===== src/rtl/cla_pkg.sv =====
// Shared encodings for the serial shift sequencer and its staging neighbours.
package cla_pkg;

   typedef enum logic [1:0] {
      ST_IDLE  = 2'd0,
      ST_SHIFT = 2'd1,
      ST_DONE  = 2'd2
   } state_e;

   localparam logic DIR_L = 1'b0;
   localparam logic DIR_R = 1'b1;

endpackage


===== src/rtl/seq_shift_reg_dff_ar.sv =====
// Single-bit storage element with asynchronous active-high reset to 0.
module dff_ar (
   input  logic clk,
   input  logic rst,
   input  logic d,
   output logic q
);

   always_ff @(posedge clk or posedge rst) begin
      if (rst) q <= 1'b0;
      else     q <= d;
   end

endmodule


===== src/rtl/seq_shift_reg.sv =====
// WIDTH-bit register that loads a word on start and shifts it serially
// amt times (left, logical right or arithmetic right), then pulses done.
module seq_shift_reg
   import cla_pkg::*;
#(
   parameter int WIDTH = 8,
   parameter int AMT_W = $clog2(WIDTH)
) (
   input  logic             clk,
   input  logic             rst,
   input  logic             start,
   input  logic [WIDTH-1:0] din,
   input  logic [AMT_W-1:0] amt,
   input  logic             dir,
   input  logic             arith,
   output logic             ready,
   output logic             done,
   output logic [WIDTH-1:0] q,
   output logic             ser_out
);

   localparam int NB = WIDTH + AMT_W + 6;

   logic [WIDTH-1:0] q_d,   q_q;
   logic [AMT_W-1:0] cnt_d, cnt_q;
   logic [1:0]       state_q;
   state_e           state_d;
   logic             dir_d,   dir_q;
   logic             arith_d, arith_q;
   logic             ser_d,   ser_q;
   logic             done_d,  done_q;

   logic [NB-1:0]    flop_d, flop_q;

   // Every state bit lives in its own dff_ar; pack/unpack around the array.
   assign flop_d = {q_d, cnt_d, state_d, dir_d, arith_d, ser_d, done_d};
   assign {q_q, cnt_q, state_q, dir_q, arith_q, ser_q, done_q} = flop_q;

   for (genvar i = 0; i < NB; i++) begin : g_bit
      dff_ar u_dff (
         .clk (clk),
         .rst (rst),
         .d   (flop_d[i]),
         .q   (flop_q[i])
      );
   end

   always_comb begin
      q_d     = q_q;
      cnt_d   = cnt_q;
      state_d = ST_IDLE;
      dir_d   = dir_q;
      arith_d = arith_q;
      ser_d   = ser_q;

      case (state_q)
         ST_IDLE: begin
            state_d = ST_IDLE;
            if (start) begin
               q_d     = din;
               cnt_d   = amt;
               dir_d   = dir;
               arith_d = arith;
               ser_d   = 1'b0;
               state_d = (amt != '0) ? ST_SHIFT : ST_DONE;
            end
         end
         ST_SHIFT: begin
            if (dir_q == DIR_L) begin
               q_d   = {q_q[WIDTH-2:0], 1'b0};
               ser_d = q_q[WIDTH-1];
            end else begin
               q_d   = {arith_q & q_q[WIDTH-1], q_q[WIDTH-1:1]};
               ser_d = q_q[0];
            end
            cnt_d   = cnt_q - AMT_W'(1);
            state_d = (cnt_q == AMT_W'(1)) ? ST_DONE : ST_SHIFT;
         end
         ST_DONE: state_d = ST_IDLE;
         default: state_d = ST_IDLE;
      endcase

      // done mirrors "state is DONE" so the pulse is exactly one cycle wide
      done_d = (state_d == ST_DONE);
   end

   assign ready   = (state_q == ST_IDLE);
   assign done    = done_q;
   assign q       = q_q;
   assign ser_out = ser_q;

endmodule


===== config.mk =====
export PLATFORM = sky130hd
export DESIGN_NAME = seq_shift_reg
export DESIGN_NICKNAME = d
export VERILOG_FILES = /design/src/rtl/cla_pkg.sv /design/src/rtl/seq_shift_reg_dff_ar.sv /design/src/rtl/seq_shift_reg.sv
export SDC_FILE = /design/constraint.sdc
export NUM_CORES = 1
export LEC_CHECK = 0
export CORE_UTILIZATION = 50
export DETAILED_ROUTE_END_ITERATION = 12
export PLACE_DENSITY = 0.77
export SYNTH_ARGS = -nofsm -noshare
export SYNTH_HDL_FRONTEND = slang
export SYNTH_HIERARCHICAL = 1
export SYNTH_SLANG_ARGS = --single-unit

===== constraint.sdc =====
create_clock -name clk -period 2.55 [get_ports clk]
set_input_delay 0.51 -clock clk [delete_from_list [all_inputs] [get_ports clk]]
set_output_delay 0.51 -clock clk [all_outputs]
set_load 0.005 [all_outputs]

; Word level (Yosys, flattened, before mapping)
; Cells that the tools add are included.
; Widths: inputs -> output; s select.
[op_classes]
n_div = 0
mux = 12
n_reduce_logical = 5
order_cmp = 0
multipliers = 0
n_bitwise = 1
add_sub_neg = 1
n_shift = 0
eq_ne = 4
[ops]
columns = operator, count
row1 = $mux 8, 2
row2 = $pmux 8 s2, 1
row3 = $mux 2, 3
row4 = $pmux 3 s2, 1
row5 = $pmux 2 s2, 1
row6 = $reduce_and 2->1, 2
row7 = $eq 3x1->1 const B, 1
row8 = $mux 3, 1
row9 = $reduce_bool 3->1, 1
row10 = $sub 3x1->3 const B, 1
row11 = $eq 2x1->1 const B, 1
row12 = $eq 2x2->1 const B, 1
row13 = $logic_not 2->1, 1
row14 = $mux 1, 2
row15 = $ne 2x2->1 const B, 1
row16 = $pmux 1 s2, 1
row17 = $reduce_bool 2->1, 1
row18 = $and 1x1->1, 1
[totals]
n_memories = 0
latch_bits = 0
ramBits = 0
register_bits = 17
romBits = 0
in_bits = 16

; Depth between registers and ports, before layout
; Gate-level depths: netlist of run 1.
[logic_depth]
word_depth = 5
ltp_mapped = 5
depth_no_buf = 5

; By module
; The synthesis of run 1 kept the hierarchy.
[modules_own_cells]
columns = mod, seq_area_each_um2, n_inst, area_per_inst_um2, cells_each
row1 = seq_shift_reg, 0.0, 1, 658.1, 95
row2 = dff_ar, 25.0, 17, 28.8, 2

; Worst setup path before layout of run 1
; OpenSTA, ideal clock, no wires.
[synth_timing]
path_type = register -> output
from = register g_bit[4].u_dff.q
to = output ready
n_path_buf = 2
slack_ps = 1192
t_required_ps = 2040
arrival_ps = 848
path_stages_with_launch = 4
path_cell_list = dfrtp_1 buf_6 clkbuf_1 nor2_1
[synth_via]
elab_chain_len = 1
[synth_lines]
columns = item, line_no
row1 = "start, declared", seq_shift_reg_dff_ar.sv:6  ; output logic q
row2 = "start signal, assigned", seq_shift_reg_dff_ar.sv:10  ; if (rst) q <= 1'b0;
row3 = "start signal, assigned", seq_shift_reg_dff_ar.sv:11  ; else q <= d;
row4 = $logic_not 2->1, seq_shift_reg.sv:87  ; assign ready = (state_q == ST_IDLE);
row5 = "end, declared", seq_shift_reg.sv:16  ; output logic ready,
; Every way passes these cells.

; Worst setup path after layout of run 1
[layout_timing]
from = register g_bit[5].u_dff.q
to = output ready
[layout_via]
elab_chain_len = 1
[layout_lines]
columns = item, line_no
row1 = "start, declared", seq_shift_reg_dff_ar.sv:6
row2 = "start signal, assigned", seq_shift_reg_dff_ar.sv:10
row3 = "start signal, assigned", seq_shift_reg_dff_ar.sv:11
row4 = $logic_not 2->1, seq_shift_reg.sv:87
; Every way passes these cells.

==> results of run 1 <==
[critical path, stage by stage, from the launching register on]
cell and delay [ps]:
dfrtp_1 400, nor2_1 140, clkdlybuf4s50_1 540
[worst max-delay path by stage]
stage / to / from
detailed placement: g_bit[2].u_dff/q$_DFF_PP0_ / start
CTS: ready / g_bit[5].u_dff/q$_DFF_PP0_
global placement: g_bit[3].u_dff/q$_DFF_PP0_ / start
finish: ready / g_bit[5].u_dff/q$_DFF_PP0_
floorplan: ready / g_bit[4].u_dff/q$_DFF_PP0_
global route: ready / g_bit[5].u_dff/q$_DFF_PP0_
[cells in the final DEF (no fill, tap or decap), types with 2 or more instances in the layout]
| master | count |
|---|---|
| dfrtp_1 | 17 |
| a22oi_1 | 6 |
| nor2_1 | 5 |
| nand2b_1 | 4 |
| ha_1 | 2 |
| buf_4 | 4 |
| mux2_4 | 5 |
| o21ai_0 | 2 |
| o22a_1 | 2 |
| a32oi_1 | 2 |
| inv_1 | 22 |
| clkbuf_4 | 3 |
| clkdlybuf4s50_1 | 26 |
| a21oi_1 | 12 |
| mux2_1 | 2 |
| a2bb2oi_1 | 3 |
| nor2b_1 | 11 |
| o21ai_1 | 11 |
[power groups by stage]
stage	logic, uW	registers, uW	clock network (uW)
2_1_floorplan	698	490	0
3_3_place_gp	830	536	0
3_5_place_dp	852	544	0
4_1_cts	856	539	154
5_1_grt	949	560	160
6_report	855	540	151
[area by class of cell]
type / instances / area (sq um)
multi-input cells: 74 / 526
flip-flops and latches: 17 / 425
fillers: 168 / 678
repair buffers: 30 / 290
inverters: 22 / 82.6
clock buffers: 4 / 26.3
well taps: 27 / 33.8
[per-layer routing]
metal | share of wire, % | global-route usage, % | wire (microns) | up-vias
met1 | 46 | 26.4 | 1080 | 448
met5 | 0 | 0 | 0 | -
met4 | 0.82 | 6.19 | 19 | 0
met3 | 4.6 | 4.01 | 107 | 2
li1 | - | - | - | 459
met2 | 48 | 36.7 | 1120 | 25
[synthesized netlist by cell type (all sizes together) (2+ instances only)]
library cell and count:
a2bb2oi 3, a21oi 12, nor2b 11, o21ai 13, buf 15, a32oi 2
nor2 5, mux2 8, inv 22, dfrtp 17, nand2b 4, o22a 2
ha 2, a22oi 6
[stage by stage]
step                cells  setup WS (ps)
floorplan             129           1190
global placement      170            647
detailed placement    170            629
CTS                   174            649
global route          174            633
finish                174            674
[kinds of logic (layout without fill, tap and decap cells)]
| logic type | count (synthesis) | count (layout) | synth area share, % |
|---|---|---|---|
| AOI/OAI and AO/OA | 40 | 40 | 21.7 |
| adders and majority gates | 2 | 2 | 2.18 |
| DFF | 17 | 17 | 37.1 |
| muxes | 9 | 9 | 10.4 |
| buffers and inverters | 38 | 56 | 17.1 |
| and+or+nand+nor | 23 | 23 | 11.6 |
==> impl_results.md, run 1 <==
- Gr usage total: 21.2%
- Post-Synthesis Cell Area: 1150 sq um
- Antenna-violating nets left: 0
- Root buffer cell: clkbuf_4
- # nets final: 166
- CP Data Required Time: 2040 ps
- Post-Place Cell Area: 1360 sq um
- Power Total: 1550 uW
- Via count: 934
- Die width: 49.9 microns
- Clock network fraction of total power: 9.8%
- TNS Setup: 0 ps
- Critical R2R Capture: g_bit[9].u_dff/q$_DFF_PP0_
- CTS tree: done
- Clock buffer depth: 2
- Largest Register: g_bit.u_dff/q
- Top Ports: 27
- Max FO, Critical Path: 2
- Reg2Reg Depth: 4
- # rows: 16
- Seq/Total Area, Yosys: 37.1%
- CTS Hold Bufs: 0
- Clock sinks: 17
- Core outline area: 2060 sq um
- RSZ-0062 raised after global routing: false
- Final min period: 1880 ps
- Syn Inst Count: 129
- CP Class: reg2out
- Fin. max-slew vios: 0
- Area leader, netlist: dfrtp_1
- Share of cells above drive strength 1: 8.84%
- Starting Density: 55.6%
- Status: finished clean
- Pint: 956 uW
- Fraction of power spent switching nets: 38.2%
- DP HPWL: 1.65 mm
- Worst-margin pin slew: 625 ps
- Die height: 49.9 microns
- Initial antenna violation count: 0
- Cts bufs inserted: 3
- Gate power share: 55.3%
- Fmax: 0.533 GHz
- CP Launch Type: flop
- NetSw: 590 uW
- Drt drc: 0
- Largest register FFs: 17
- Final hold violations: 0
- Post-DR vias/cell: 5.37
- Pwr Density: 1120 nW/um^2
- Full die area: 2490 sq um
- Routed wire length: 2.33 mm
- R2r setup slk: 1100 ps
- Worst hold-check path type: reg2reg
- Leakage: 0.000654 uW
- GP Congestion: 0.807
- Fin util: 67.1%
- Top flop regs: g_bit.u_dff/q (17)
- Grt total ovfl: 0
- CTS H-tree lvls: 1
- Mapped Avg Cell Area: 8.89 sq um
- Finish-stage setup viols: 0
- Top area cells in the synthesized netlist: dfrtp_1 (37%), inv_1 (7.2%), mux2_4 (6.5%)
- WP data arrival: 1370 ps
- Syn Nets: 147
- Reg power frac: 34.9%
- Crit path capture type: primary output
- Total of max-cap violations: 0
- Post-CTS sizing: 0
- First-pass GRT wire length: 3.94 mm
- Worst hold start: g_bit[2].u_dff/q$_DFF_PP0_
- Pin count of the biggest net entering global routing: 22
- Share of the synthesized area in the top cell type: 37.1%
- Vias in the first global route: 857
- Clk_lat worst skew: 300 ps
- Count of input and output buffers: 26
- Post-CTS setup buffer count: 0
- Final period util: 73.6%
- Clock Pin Slew Worst Setup and Hold Paths: 110 ps
- R2R Path Start: g_bit[4].u_dff/q$_DFF_PP0_
- Yosys warns: 6
- Area Overhead vs Synth: 20.6%
- DR iter-0 viols: 17
- Peak supply drop: 0.591 mV
- WHS Endpoint: g_bit[2].u_dff/q$_DFF_PP0_
- Post-synth EDFFs: 0
- Cell area after layout: 1380 sq um
- Max Clock Skew: 12.8 ps
- Hold path depth: 1
- Worst hold slack: 507 ps
- Drt first pass iters: 4
- Synth Register Bits: 17
- Ys flop type: dfrtp_1
- Distinct cells, synth: 26
- # diodes: 0
- Rel. slew slack: 58.2%
- Ys async rst share: 100%
- WL per Instance: 13.4 microns
Note: power is estimated with default switching activity, not from simulation.
==> run 2, diff against run 1 <==
--- a/config.mk
+++ b/config.mk
@@ -5,9 +5,9 @@
 export SDC_FILE = /design/constraint.sdc
 export NUM_CORES = 1
 export LEC_CHECK = 0
-export CORE_UTILIZATION = 50
+export CORE_UTILIZATION = 44
 export DETAILED_ROUTE_END_ITERATION = 12
-export PLACE_DENSITY = 0.77
+export PLACE_DENSITY = 0.72
 export SYNTH_ARGS = -nofsm -noshare
 export SYNTH_HDL_FRONTEND = slang
 export SYNTH_HIERARCHICAL = 1
==> constraint.sdc (replaced) <==
create_clock -name clk -period 1.5 [get_ports clk]
set_input_delay 0.3 -clock clk [delete_from_list [all_inputs] [get_ports clk]]
set_output_delay 0.3 -clock clk [all_outputs]
set_load 0.005 [all_outputs]
==> run 2 against run 1 <==
Non-clock buffer count rose by 12. Final cell count up 8.6%. Cell area up 7.9%. Via count grew 3.9%. Sequential cell count stayed put. First-iteration DRC count shrank 41%. Critical path depth is 1 lower. Combinational power increased by 98%. Routed wire length is 9.5% higher. Critical endpoint is now q[6]. Largest cell class unchanged. Largest power group unchanged.
==> impl_results.md, run 2 (synthesis gave the netlist of run 1 again) <==
- Crit path capture type: primary output
- Drt drc: 0 (unchanged)
- Clk_lat worst skew: 290 ps (about the same)
- Max FO, Critical Path: 2 (unchanged)
- Power Total: 2790 uW (+80%)
- Largest register FFs: 17 (unchanged)
- Final period util: 96.1%
- Vias in the first global route: 937 (+9.3%)
- Share of cells above drive strength 1: 18.2% (+9.4 points)
- Gr usage total: 20.8% (-0.40 points)
- Pin count of the biggest net entering global routing: 22 (unchanged)
- # nets final: 178 (+7.2%)
- WL per Instance: 13.5 microns (+0.80%)
- Worst-margin pin slew: 619 ps (-6.12 ps)
- CTS H-tree lvls: 1 (unchanged)
- Max Clock Skew: 5.62 ps (-7.16 ps)
- Antenna-violating nets left: 0 (unchanged)
- Leakage: 0.000770 uW (+18%)
- Full die area: 2820 sq um (+13%)
- Count of input and output buffers: 26 (unchanged)
- Finish-stage setup viols: 0 (unchanged)
- Cell area after layout: 1490 sq um (+7.9%)
- Post-Place Cell Area: 1380 sq um (+1.4%)
- First-pass GRT wire length: 4.17 mm (+6.0%)
- Setup slack at placement: -235 ps (-864 ps)
- Pwr Density: 1870 nW/um^2 (+67%)
- Core outline area: 2480 sq um (+20%)
- Reg area: 428 sq um (+0.59%)
- Post-DR vias/cell: 5.13 (-4.4%)
- Clock sinks: 17 (unchanged)
- Fill cells: 248 (+48%)
- Routed wire length: 2.55 mm (+9.5%)
- Via count: 970 (+3.9%)
- Top flop regs: g_bit.u_dff/q (17)
- Die height: 53.1 microns (+6.3%)
- # diodes: 0 (unchanged)
- Largest Register: g_bit.u_dff/q
- Root buffer cell: clkbuf_4
- Starting Density: 46.3% (-9.3 points)
- Clock buffer depth: 2 (unchanged)
- Die width: 53.1 microns (+6.3%)
- WP data arrival: 1140 ps (-230 ps)
- Worst-path cell chain: clkdlybuf4s50_1
- Final hold violations: 0 (unchanged)
- DR iter-0 viols: 10 (-7)
- # rows: 18 (+2)
- CP max stage delay: 500 ps (-40 ps)
- RSZ-0062 raised after global routing: false
- Area Overhead vs Synth: 30.1%
- Worst hold slack: 508 ps (+1.25 ps)
- CP Data Required Time: 1200 ps (-840 ps)
- Peak supply drop: 1.34 mV (+130%)
- CP Launch Type: flop
- Multi-input logic area: 531 sq um (+0.95%)
- Status: finished clean
- Rel. slew slack: 58.6% (+0.41 points)
- Grt total ovfl: 0 (unchanged)
- CP max-delay cell: clkdlybuf4s50_1
- Critical path's top delay family: buffers and inverters
- Final worst slack: 58.0 ps (-616 ps)
- Initial antenna violation count: 0 (unchanged)
- TNS Setup: 0 ps (unchanged)
- Fmax: 0.694 GHz
- Drt first pass iters: 4 (unchanged)
- CTS tree: done
- CP Class: reg2out
- Final min period: 1440 ps
- Clock Pin Slew Worst Setup and Hold Paths: 100 ps (about the same)
- Cts bufs inserted: 3 (unchanged)
- Fin. max-slew vios: 0 (unchanged)
- CTS Hold Bufs: 0 (unchanged)
- Commonest non-fill, non-tap cell in the layout: inv_1
- Worst path buffer plus inverter count: 1 (unchanged)
- Top Ports: 27 (unchanged)
- DP HPWL: 1.71 mm (+3.3%)
- Most frequent cells in the layout: inv_1 (22), clkdlybuf4s50_1 (20), buf_4 (16)
- Worst hold-check path type: reg2reg
- GP Congestion: 0.810 (+0.46%)
- Total of max-cap violations: 0 (unchanged)
-- run 2: area by class of cell --
type / count / share of cell area (%)
multi-input combinational: 74 / 35.5
sequential: 17 / 28.7
tap: 30 / 2.51
inverter: 22 / 5.53
timing repair buffer: 42 / 26.0
clock buffer: 4 / 1.76
-- run 2: path summary, 6_finish.rpt --
| kind | from | endpoint | slack, ps | cells after the start |
|---|---|---|---|---|
| worst min register to register | g_bit[1].u_dff/q$_DFF_PP0_ | g_bit[1].u_dff/q$_DFF_PP0_ | 510 | 2 |
| worst min-delay path | g_bit[1].u_dff/q$_DFF_PP0_ | g_bit[1].u_dff/q$_DFF_PP0_ | 510 | 2 |
| min in group asynchronous | rst | g_bit[12].u_dff/q$_DFF_PP0_ | 550 | 2 |
| max in group asynchronous | rst | g_bit[5].u_dff/q$_DFF_PP0_ | 800 | 2 |
| worst max-delay path | g_bit[15].u_dff/q$_DFF_PP0_ | q[6] | 60 | 1 |
| worst max register to register | g_bit[5].u_dff/q$_DFF_PP0_ | g_bit[9].u_dff/q$_DFF_PP0_ | 130 | 5 |
-- run 2: report_power, final --
part | switching (uW) | total [uW] | internal [uW]
registers | 164 | 845 | 681
clock network | 147 | 250 | 103
logic | 730 | 1690 | 965
-- run 2: metrics by stage --
| step | cells | utilization [%] |
|---|---|---|
| after floorplan | 129 | - |
| after global placement | 175 | 55.6 |
| after detailed placement | 175 | 55.6 |
| after CTS | 188 | 59.4 |
| after global routing | 189 | 60.3 |
| final | 189 | 60.3 |
-- run 2: per-layer routing --
metal	share of wire, %	vias to the layer above	global-route usage (%)
met5	0	-	0
met4	1.4	0	7.89
met3	4.2	4	4.02
met2	48	21	35.9
met1	46	462	25.2
li1	-	483	-
-- run 2: repair_timing --
| item | CTS | global route |
|---|---|---|
| gates resized for setup | 4 | 6 |
| endpoints found under the setup margin | 9 | 14 |
| setup buffers | 9 | 1 |
==> run 3, diff against run 2 <==
--- a/config.mk
+++ b/config.mk
@@ -5,6 +5,8 @@
 export SDC_FILE = /design/constraint.sdc
 export NUM_CORES = 1
 export LEC_CHECK = 0
+export CAP_MARGIN = 20
+export CORE_MARGIN = 2
 export CORE_UTILIZATION = 44
 export DETAILED_ROUTE_END_ITERATION = 12
 export PLACE_DENSITY = 0.72
==> run 3 against run 2 <==
Global-route usage down 0.78 points. Final cell count up 2.1%. Critical path depth stayed put. Non-clock buffer count is 4 higher. Utilization rose by 1.4 points.
==> impl_results.md, run 3 (synthesis gave the netlist of run 1 again) <==
- Status: finished clean
- Die width: 55.1 microns (+3.8%)
- Max Clock Skew: 5.53 ps (-0.0962 ps)
- Pwr Density: 1870 nW/um^2 (+0.23%)
- Clock network fraction of total power: 8.9% (about the same)
- Critical path's top delay family: buffers and inverters
- CP max-delay cell: clkdlybuf4s50_1
- Total of max-cap violations: 0 (unchanged)
- Drt first pass iters: 4 (unchanged)
- Leakage: 0.000829 uW (+7.7%)
- Cts bufs inserted: 3 (unchanged)
- Fraction of power spent switching nets: 37.4% (+0.11 points)
- Largest Register: g_bit.u_dff/q
- Top Ports: 27 (unchanged)
- Share of cells above drive strength 1: 19.0% (+0.78 points)
- Pin count of the biggest net entering global routing: 18 (-18%)
- Max FO, Critical Path: 2 (unchanged)
- Starting Density: 46.3% (unchanged)
- Fin. max-slew vios: 0 (unchanged)
- Worst path buffer plus inverter count: 1 (unchanged)
- CP Data Required Time: 1200 ps (about the same)
- Most frequent cells in the layout: inv_1 (22), buf_4 (20), clkdlybuf4s50_1 (18)
- TNS Setup: 0 ps (unchanged)
- WL per Instance: 13.7 microns (+1.2%)
- Gr usage total: 20.0% (-0.78 points)
- Vias in the first global route: 1,010 (+7.8%)
- DR iter-0 viols: 25 (+15)
- # nets final: 182 (+2.2%)
- GP Congestion: 0.814 (+0.46%)
- CP Launch Type: flop
- Worst-margin pin slew: 611 ps (-8.51 ps)
- Clock sinks: 17 (unchanged)
- Power Total: 2860 uW (+2.6%)
- Worst hold-check path type: reg2reg
- Clock Pin Slew Worst Setup and Hold Paths: 110 ps (about the same)
- CP max stage delay: 500 ps (about the same)
- DP HPWL: 1.86 mm (+8.6%)
- # rows: 18 (unchanged)
- Commonest non-fill, non-tap cell in the layout: inv_1
- Gate power share: 61.4% (+0.6 points)
- Pint: 1790 uW (+2.4%)
- Final hold violations: 0 (unchanged)
- Antenna-violating nets left: 0 (unchanged)
- First-pass GRT wire length: 4.32 mm (+3.5%)
- Rel. slew slack: 59.2% (+0.57 points)
- Post-DR vias/cell: 5.29 (+3.1%)
- CP Class: reg2out
- Full die area: 3030 sq um (+7.7%)
- Area Overhead vs Synth: 33.2%
- Finish-stage setup viols: 0 (unchanged)
- Worst hold slack: 496 ps (-12.3 ps)
- Count of input and output buffers: 26 (unchanged)
- Routed wire length: 2.64 mm (+3.4%)
- # diodes: 0 (unchanged)
- Final period util: 96.9% (+0.74 points)
- Reg power frac: 29.6% (-0.7 points)
- Grt total ovfl: 0 (unchanged)
- NetSw: 1070 uW (+2.9%)
- Clk_lat worst skew: 290 ps (about the same)
- Die height: 55.1 microns (+3.8%)
- Worst-path cell chain: clkdlybuf4s50_1
- Largest register FFs: 17 (unchanged)
- CTS Hold Bufs: 0 (unchanged)
- Peak supply drop: 1.24 mV (-7.2%)
- Top flop regs: g_bit.u_dff/q (17)
- Crit path capture type: primary output
- Root buffer cell: clkbuf_4
- Initial antenna violation count: 0 (unchanged)
- CTS H-tree lvls: 1 (unchanged)
- Fill cells: 235 (-5.2%)
- Final min period: 1450 ps (+11.1 ps)
- Fmax: 0.688 GHz (-0.76%)
- Via count: 1,021 (+5.3%)
- WP data arrival: 1150 ps (about the same)
- CTS tree: done
- Drt drc: 0 (unchanged)
- Clock buffer depth: 2 (unchanged)
- Core outline area: 2480 sq um (unchanged)
run 3: cell count changes in the layout (fill, tap and decap cells not counted), sizes merged:
cell and delta:
dlymetal6s2s +3, dlygate4sd2 -1, clkinv +1, clkdlybuf4s50 -2
buf +4, clkbuf -1
run 3: path summary, 6_finish.rpt:
| kind | cells after the start | to | slack [ps] | start |
|---|---|---|---|---|
| max | 1 | q[6] | 50 | g_bit[15].u_dff/q$_DFF_PP0_ |
| min | 1 | g_bit[2].u_dff/q$_DFF_PP0_ | 500 | g_bit[2].u_dff/q$_DFF_PP0_ |
| max reg2reg | 3 | g_bit[10].u_dff/q$_DFF_PP0_ | 80 | g_bit[3].u_dff/q$_DFF_PP0_ |
| min reg2reg | 1 | g_bit[2].u_dff/q$_DFF_PP0_ | 500 | g_bit[2].u_dff/q$_DFF_PP0_ |
| max in group asynchronous | 2 | g_bit[5].u_dff/q$_DFF_PP0_ | 800 | rst |
| min in group asynchronous | 2 | g_bit[10].u_dff/q$_DFF_PP0_ | 540 | rst |
run 3: metal layers:
metal	up-vias	track usage (%)	share of wire (%)
li1	491	-	-
met2	33	34.7	49
met3	6	3.76	4.9
met4	0	8.13	1.1
met5	-	0	0
met1	491	24.2	45
run 3: what timing repair did:
action                                  4_1_cts  5_1_grt
gates resized for setup                       2        7
endpoints found under the setup margin        9        8
setup buffers                                 9        2
run 3: final cells by class:
cell class	instances	area (sq um)	area share [%]
tap	30	37.5	2.46
inverter	22	82.6	5.41
clock buffer	3	22.5	1.47
sequential	17	425	27.8
clock inverter	1	5.00	0.328
multi-input combinational	74	528	34.6
timing repair buffer	46	427	27.9
run 3: power by group through the flow:
| stage | Combinational [uW] | Clock, uW | Sequential, uW |
|---|---|---|---|
| 2_1_floorplan | 1190 | 0 | 833 |
| 3_3_place_gp | 1460 | 0 | 924 |
| 3_5_place_dp | 1500 | 0 | 937 |
| 4_1_cts | 1740 | 268 | 844 |
| 5_1_grt | 1930 | 287 | 876 |
| 6_report | 1760 | 255 | 848 |
run 3: through the flow:
stage / std cells / utilization (%) / cell area (sq um) / setup WS [ps]
finish: 193 / 61.7 / 1530 / 47.0
global route: 193 / 61.7 / 1530 / -2.64
CTS: 191 / 60.4 / 1500 / 11.2
detailed placement: 178 / 56.5 / 1400 / -40.4
global placement: 178 / 56.5 / 1400 / -21.3
floorplan: 129 / - / 1150 / 323
